**src/rtl/fifo_load_seq_pkg.sv**
```systemverilog
// fifo_load_pkg: state encoding and majority-vote helper shared by the FIFO load sequencer
package fifo_load_pkg;
  typedef enum logic [2:0] {
    IDLE     = 3'd0,
    RST_SAMP = 3'd1,
    XFER     = 3'd2,
    NXT_SAMP = 3'd3,
    STALL    = 3'd4
  } state_t;
  function automatic logic vote3(input logic a, input logic b, input logic c);
    return (a & b) | (a & c) | (b & c);
  endfunction
endpackage

```
**src/rtl/fifo_load_seq_if.sv**
```systemverilog
// fifo_load_seq_if: burst request, FIFO backpressure and channel-mux/write-strobe bundle
interface fifo_load_seq_if #(parameter int NCH = 6, parameter int SAMP_W = 7);
  localparam int SEL_W = $clog2(NCH);
  logic              START;
  logic [SAMP_W-1:0] SAMP_MAX;
  logic              FULL;
  logic [SEL_W-1:0]  SEL;
  logic              WRENA;
  logic [SAMP_W-1:0] SAMPLE;
  logic              BUSY;
  logic              DONE;
  modport master(output START, SAMP_MAX, FULL, input SEL, WRENA, SAMPLE, BUSY, DONE);
  modport slave(input START, SAMP_MAX, FULL, output SEL, WRENA, SAMPLE, BUSY, DONE);
endinterface

```
**src/rtl/fifo_load_seq_tmr_voter.sv**
```systemverilog
// tmr_voter: bitwise 2-of-3 majority across three W-bit copies
module tmr_voter import fifo_load_pkg::*; #(parameter int W = 1) (
  input  logic [W-1:0] a,
  input  logic [W-1:0] b,
  input  logic [W-1:0] c,
  output logic [W-1:0] y
);
  for (genvar i = 0; i < W; i++) begin : g_bit
    assign y[i] = vote3(a[i], b[i], c[i]);
  end
endmodule

```
**src/rtl/fifo_load_seq.sv**
```systemverilog
// fifo_load_seq: moves NCH words per sample into the readout FIFO; FIFO_LOAD_SEQ_TMR_EN triplicates all state
module fifo_load_seq import fifo_load_pkg::*; #(
  parameter int NCH    = 6,
  parameter int SAMP_W = 7
) (
  input logic           CLK,
  input logic           RST,
  fifo_load_seq_if.slave bus
);
  localparam int SEL_W = $clog2(NCH);
  typedef struct packed {
    state_t            st;
    state_t            ret;
    logic [SEL_W-1:0]  sel;
    logic              wrena;
    logic [SAMP_W-1:0] sample;
    logic [SAMP_W-1:0] max_q;
    logic              busy;
    logic              done;
  } regs_t;
  regs_t  cur;
  regs_t  nxt;
  logic   last;
  state_t adv;
  state_t tgt;
  // next register image: restart beats backpressure beats advance; sel/sample hold the last written word while stalled
  always_comb begin
    last = cur.sel == SEL_W'(NCH - 1);
    adv  = !last ? XFER : (cur.sample == cur.max_q ? IDLE : NXT_SAMP);
    tgt  = cur.st == STALL ? cur.ret : adv;
    nxt  = cur;
    nxt.done = 1'b0;
    if (bus.START) begin
      nxt.st     = (bus.FULL && cur.busy) ? STALL : RST_SAMP;
      nxt.ret    = RST_SAMP;
      nxt.sel    = '0;
      nxt.sample = '0;
      nxt.max_q  = bus.SAMP_MAX;
      nxt.wrena  = !(bus.FULL && cur.busy);
      nxt.busy   = 1'b1;
    end else if (cur.st inside {RST_SAMP, XFER, NXT_SAMP, STALL}) begin
      if (bus.FULL) begin
        nxt.st    = STALL;
        nxt.ret   = tgt;
        nxt.wrena = 1'b0;
      end else begin
        nxt.st     = tgt inside {RST_SAMP, XFER, NXT_SAMP} ? tgt : IDLE;
        nxt.sel    = tgt == XFER ? cur.sel + 1'b1 : '0;
        nxt.sample = tgt == XFER ? cur.sample : tgt == NXT_SAMP ? cur.sample + 1'b1 : '0;
        nxt.wrena  = tgt inside {RST_SAMP, XFER, NXT_SAMP};
        nxt.busy   = tgt inside {RST_SAMP, XFER, NXT_SAMP};
        nxt.done   = tgt == IDLE;
      end
    end else begin
      nxt       = '0;
      nxt.max_q = cur.max_q;
    end
  end
`ifdef FIFO_LOAD_SEQ_TMR_EN
  (* syn_preserve = 1 *) regs_t [2:0] cp;
  (* syn_keep = 1 *) regs_t voted;
  tmr_voter #(.W($bits(regs_t))) u_vote (.a(cp[0]), .b(cp[1]), .c(cp[2]), .y(voted));
  assign cur = voted;
  // three copies all load the image computed from the voted state, so a single upset heals in one edge
  always_ff @(posedge CLK or posedge RST) begin
    if (RST) cp <= '0;
    else     cp <= {nxt, nxt, nxt};
  end
`else
  // single register copy of the whole sequencer state
  always_ff @(posedge CLK or posedge RST) begin
    if (RST) cur <= '0;
    else     cur <= nxt;
  end
`endif
  assign bus.SEL    = cur.sel;
  assign bus.WRENA  = cur.wrena;
  assign bus.SAMPLE = cur.sample;
  assign bus.BUSY   = cur.busy;
  assign bus.DONE   = cur.done;
endmodule

```
**src/flat_wrapper.sv**
```systemverilog
// flat-port wrapper written by rule: the top's interface ports become plain ports
module fifo_load_seq_flat import fifo_load_pkg::*;
#(
  parameter int NCH    = 6,
  parameter int SAMP_W = 7
)
  (CLK, RST, bus_START, bus_SAMP_MAX, bus_FULL, bus_SEL, bus_WRENA, bus_SAMPLE, bus_BUSY, bus_DONE);
  fifo_load_seq_if #(.NCH(NCH), .SAMP_W(SAMP_W)) bus_i ();
  input logic CLK;
  input logic RST;
  input wire logic [$bits(bus_i.START)-1:0] bus_START;
  input wire logic [$bits(bus_i.SAMP_MAX)-1:0] bus_SAMP_MAX;
  input wire logic [$bits(bus_i.FULL)-1:0] bus_FULL;
  output wire logic [$bits(bus_i.SEL)-1:0] bus_SEL;
  output wire logic [$bits(bus_i.WRENA)-1:0] bus_WRENA;
  output wire logic [$bits(bus_i.SAMPLE)-1:0] bus_SAMPLE;
  output wire logic [$bits(bus_i.BUSY)-1:0] bus_BUSY;
  output wire logic [$bits(bus_i.DONE)-1:0] bus_DONE;
  assign bus_i.START = bus_START;
  assign bus_i.SAMP_MAX = bus_SAMP_MAX;
  assign bus_i.FULL = bus_FULL;
  assign bus_SEL = bus_i.SEL;
  assign bus_WRENA = bus_i.WRENA;
  assign bus_SAMPLE = bus_i.SAMPLE;
  assign bus_BUSY = bus_i.BUSY;
  assign bus_DONE = bus_i.DONE;
  fifo_load_seq #(.NCH(NCH), .SAMP_W(SAMP_W)) u_core (.CLK(CLK), .RST(RST), .bus(bus_i));
endmodule
```
**config.mk**
```make
export PLATFORM = sky130hd
export DESIGN_NAME = fifo_load_seq_flat
export DESIGN_NICKNAME = d
export VERILOG_FILES = /design/src/rtl/fifo_load_seq_pkg.sv /design/src/rtl/fifo_load_seq_if.sv /design/src/rtl/fifo_load_seq_tmr_voter.sv /design/src/rtl/fifo_load_seq.sv /design/src/flat_wrapper.sv
export SDC_FILE = /design/constraint.sdc
export NUM_CORES = 1
export LEC_CHECK = 0
export CAP_MARGIN = 5
export CORE_ASPECT_RATIO = 0.9
export CORE_MARGIN = 2
export CORE_UTILIZATION = 60
export DETAILED_ROUTE_END_ITERATION = 8
export DONT_BUFFER_PORTS = 1
export PLACE_DENSITY_LB_ADDON = 0.25
export REMOVE_ABC_BUFFERS = 1
export SYNTH_ARGS = -nofsm -noshare
export SYNTH_HDL_FRONTEND = slang
export SYNTH_SLANG_ARGS = --single-unit
```
**constraint.sdc**
```tcl
create_clock -name CLK -period 2.45 [get_ports CLK]
set_clock_uncertainty 0.15 [all_clocks]
set_input_delay 0.1225 -clock CLK [delete_from_list [all_inputs] [get_ports CLK]]
set_output_delay 0.1225 -clock CLK [all_outputs]
set_load 0.01 [all_outputs]
```
== Word level (Yosys, flattened, before mapping) ==
Cells that the tools add are included.
Operators by class
  $add $sub $neg: 2
  equal/unequal tests: 12
  mux-type cells: 18
  reductions and logical operators: 6
Operator list (number)
  $mux W25: 1
  $mux W3: 8
  $mux W7: 3
  $mux W17: 1
  $eq A3 B2 Y1 const B: 4
  $ne A3 B3 Y1 const B: 3
  $add A7 B1 Y7 const B: 1
  $eq A7 B7 Y1: 1
  $eq A3 B1 Y1 const B: 2
  $eq A3 B3 Y1 const B: 2
  $mux W2: 3
  $reduce_bool A4 Y1: 1
  $add A3 B1 Y3 const B: 1
  $logic_not A3 Y1: 1
  $reduce_bool A3 Y1: 1
  $mux W1: 2
  $reduce_and A2 Y1: 1
  $logic_and A1 B1 Y1: 1
  $logic_not A1 Y1: 1
Word-level totals
  bits in registers: 26
  input port bits: 11
  output and inout bits: 13

== Logic depth before layout (Yosys ltp) ==
  depth in word-level cells: 10
  depth in mapped cells: 7

== Worst setup path before layout ==
Ideal clock, no wire load.
  kind: register to register
  from: reg u_core.cur[24] in the netlist's numbering
  to: reg u_core.cur, in the netlist u_core.bus.SAMPLE[4]
  library setup time: 0.124 ns
  data arrival time: 1.633 ns
  data required time: 2.176 ns
  setup slack: 0.543 ns
  cell stages (with the launch flop): 6
  buffers on the path: 0
  clock period less this slack: 1.907 ns
  cell sequence: dfrtp_1 nor3b_4 mux2i_1 a21oi_4 and2_1 a211o_1
On the way
  cells in the longest elaborated chain, start to end: 8
  elaborated cells on any way between the ends: 16
  those cells by class: 8 x eq/ne; 6 x mux; 2 x reduce/logical
Ends and longest elaborated chain
  start: declaration: line fifo_load_seq.sv:21  | regs_t cur;
  start signal: assignment: line fifo_load_seq.sv:73  | else cur <= nxt;
  $eq A3 B3 Y1: line fifo_load_seq.sv:30, fifo_load_seq.sv:41
  $mux W3: line fifo_load_seq.sv:30  | tgt = cur.st == STALL ? cur.ret : adv;
  $eq A3 B2 Y1: line fifo_load_seq.sv:49  | nxt.sample = tgt == XFER ? cur.sample : tgt == NXT_SAMP ? cur.sample + 1'b1 : '0;
  $mux W7 (2 in a row): line fifo_load_seq.sv:49
  $mux W7: line fifo_load_seq.sv:42  | if (bus.FULL) begin
  $mux W17: line fifo_load_seq.sv:41  | end else if (cur.st inside {RST_SAMP, XFER, NXT_SAMP, STALL}) begin
  $mux W25: line fifo_load_seq.sv:33  | if (bus.START) begin
Several ways; a longest one is shown, not always the timed one. The select of a mux whose other input is x is not followed.
A chain may end at the register's enable or synchronous reset.

== Final worst setup path ==
Same ends and word-level chain as after synthesis.

==> impl_metrics.yaml <==
yosys:
  synth.top_cell.area_share_pct: 42.7
  synthFlopType: "dfrtp_1"
  synth-seq-cells: 26
  yosys_warnings: 0
  syn-instance-count: 159
  seq_area_frac_synth_pct: 42.7
  synth_common_cells: "dfrtp_1, nand2_1, a21oi_1, buf_4, o21ai_0"
  ys_types: 44
  avgSynthCellArea_sq_um: 9.59
  yosys-top-cells-area: "dfrtp_1, mux2_2, buf_4"
  syn_area_sq_um: 1530
  async_flop_share_pct: 100
  yosysMostFrequentCell: "dfrtp_1"
  synth_edf_count: 0
  yosysTopAreaCell: "dfrtp_1"
critical_path:
  crit_path_start_kind: "register"
  crit_path_end_kind: "register"
  critPathKind: "reg2reg"
  worstPathArrival_ns: 2.22
  cp_max_fo: 9
  required_ns: 2.53
floorplan:
  fp.dieW_um: 57.1
  die-area_sq_um: 2960
  coreArea_sq_um: 2420
  num_rows: 17
  die_h_um: 51.8
  initial_utilization_pct: 62.9
  io_pins: 24
timing:
  rsz0062_at_grt: "no"
  hold_ws_ns: 0.0859
  hold_viol: 0
  report.final.slew_viol_count: 0
  post-route-period-util_pct: 87.2
  setup-tns-final_ns: 0
  setup_ws_ns: 0.312
  worst_slew_pin_slew_ns: 0.971
  finalWorstPathRequiredPeriod_ns: 2.14
  fmax_mhz: 468
  slew_headroom_pct: 35.2
  setup_viol: 0
finish:
  antenna_cells: 0
  nNetsFinal: 171
  fillers: 212
  seqCellArea_sq_um: 651
  layout-drive-gt1-share_pct: 8.97
  fin_cells: 184
  syn2layout_area_growth_pct: 5.58
  multi_input_area_sq_um: 757
global_route:
  first_global_vias: 1157
  grt_max_degree: 27
  grt_pass1_wl_um: 5590
  antenna_found_initial: 0
  grt_overflow: 0
  grt_use_total_pct: 24.7
drt:
  firstDrtPassIters: 4
  drtIter0Drc: 59
  viasPerCell: 6.50
  wl_um: 3250
  drtAntennaViolNets: 0
  num_vias: 1196
  routedWlPerCell_um: 17.7
  route.detailed.drc: 0
power_and_ir_drop:
  p_per_area_nw_per_um2: 564
  ir_drop_mv: 0.398
  total_power_mw: 0.908
  leakage_nw: 0.651
placement:
  pre_cts_ws_ns: 0.339
  dp_hpwl_um: 2180
  dp.cells: 170
  finalWeightedCongestion: 0.842
  io_buffers: 0
clocking:
  cts.sinks: 26
  clockBufferDepth: 2
  cts_tree: "built"
  clk_latency_ns: 0.32
  post_cts_buffers: 0
  clk_pin_slew_worst_paths_ns: 0.14
  clockRootBuffer: "clkbuf_4"
  cts_buffers: 3
  cts-htree-levels: 1
outcome:
  status: "finished, final reports clean"
flow_run:
  cap_violations: 0
worst_hold_path:
  hold_path_class: "in2reg"
[flip-flops by register name (all words and copies together), names as in the netlist]
register           flops
u_core.cur            13
u_core.bus.SAMPLE      7
u_core.bus.SEL         3
u_core.bus.BUSY        1
u_core.bus.DONE        1
u_core.bus.WRENA       1
[stage by stage]
stage,cell area (sq um),util [%]
finish,1610,66.4
global route,1610,66.4
CTS,1610,66.4
detailed placement,1460,60.1
global placement,1460,60.1
floorplan,1420,-
[placed cells by master, fill, tap and decap left out, types with 2 or more instances in the layout]
cell / count
mux2_2: 7
o21ai_0: 9
o31ai_1: 2
a221oi_1: 2
o21a_1: 2
nor2b_1: 3
nor3b_1: 2
inv_1: 4
o21ai_1: 3
nand3_1: 6
dfrtp_1: 26
dlygate4sd3_1: 10
nor2_1: 6
a21o_1: 3
nand2_1: 13
ha_1: 3
a21oi_1: 10
a211oi_1: 2
xnor2_1: 7
or3_1: 3
a32oi_1: 2
clkbuf_4: 3
and2_1: 2
a211o_1: 2
nor3_1: 6
[power by group]
part           internal [mW]  switching (mW)  total, mW  leakage [nW]
Combinational         0.0579          0.0759      0.134         0.288
Sequential             0.453          0.0257      0.479         0.336
Clock                  0.166           0.130      0.295        0.0279
Total                  0.677           0.231      0.908         0.651
[cell families after synthesis]
kind of cell	share of synthesized area [%]
mux	5.82
flops	42.7
buf+inv	7.71
xor+xnor	4.02
simple gates	17.6
fa+ha+maj	2.46
compound gates	19.8
[worst max-delay path, cell delays in order, from the launching register on]
cell and delay, ns:
dfrtp_1 0.46, o21a_1 0.24, or3_1 0.54, a21oi_4 0.27
nor3_1 0.08, a211o_1 0.29
[worst paths after layout]
check	from	endpoint	slack, ns	cells after the start
setup / recovery	u_core.cur[24]	u_core.bus.SAMPLE[4]	0.31	5
hold / removal	bus_START	u_core.bus.SEL[2]	0.09	2
setup reg to reg	u_core.cur[24]	u_core.bus.SAMPLE[4]	0.31	5
hold reg to reg	u_core.cur[6]	u_core.cur[6]	0.39	1
max in group asynchronous	RST	u_core.bus.SEL[2]	1.26	2
min in group asynchronous	RST	u_core.cur[5]	0.30	2
[layer usage]
metal	global-route usage, %	part of all wire (%)	vias to the layer above
li1	-	-	560
met1	34.5	43	562
met2	38.5	48	65
met3	3.98	8.2	9
met4	10.5	1.5	0
met5	0	0	-
[what timing repair did]
action,CTS,global route
endpoints found under the setup margin,0,0
endpoints found under the hold margin,48,0
hold buffers,10,0
gates resized for setup,0,0
[final cells by class]
type | count | share of cell area (%)
repair buffers | 10 | 6.22
well taps | 28 | 2.18
flip-flops and latches | 26 | 40.4
inverters | 4 | 0.932
multi-input cells | 112 | 47.0
clock buffers | 3 | 1.40
clock inverters | 1 | 1.86
Note: power is estimated with default switching activity, not from simulation.
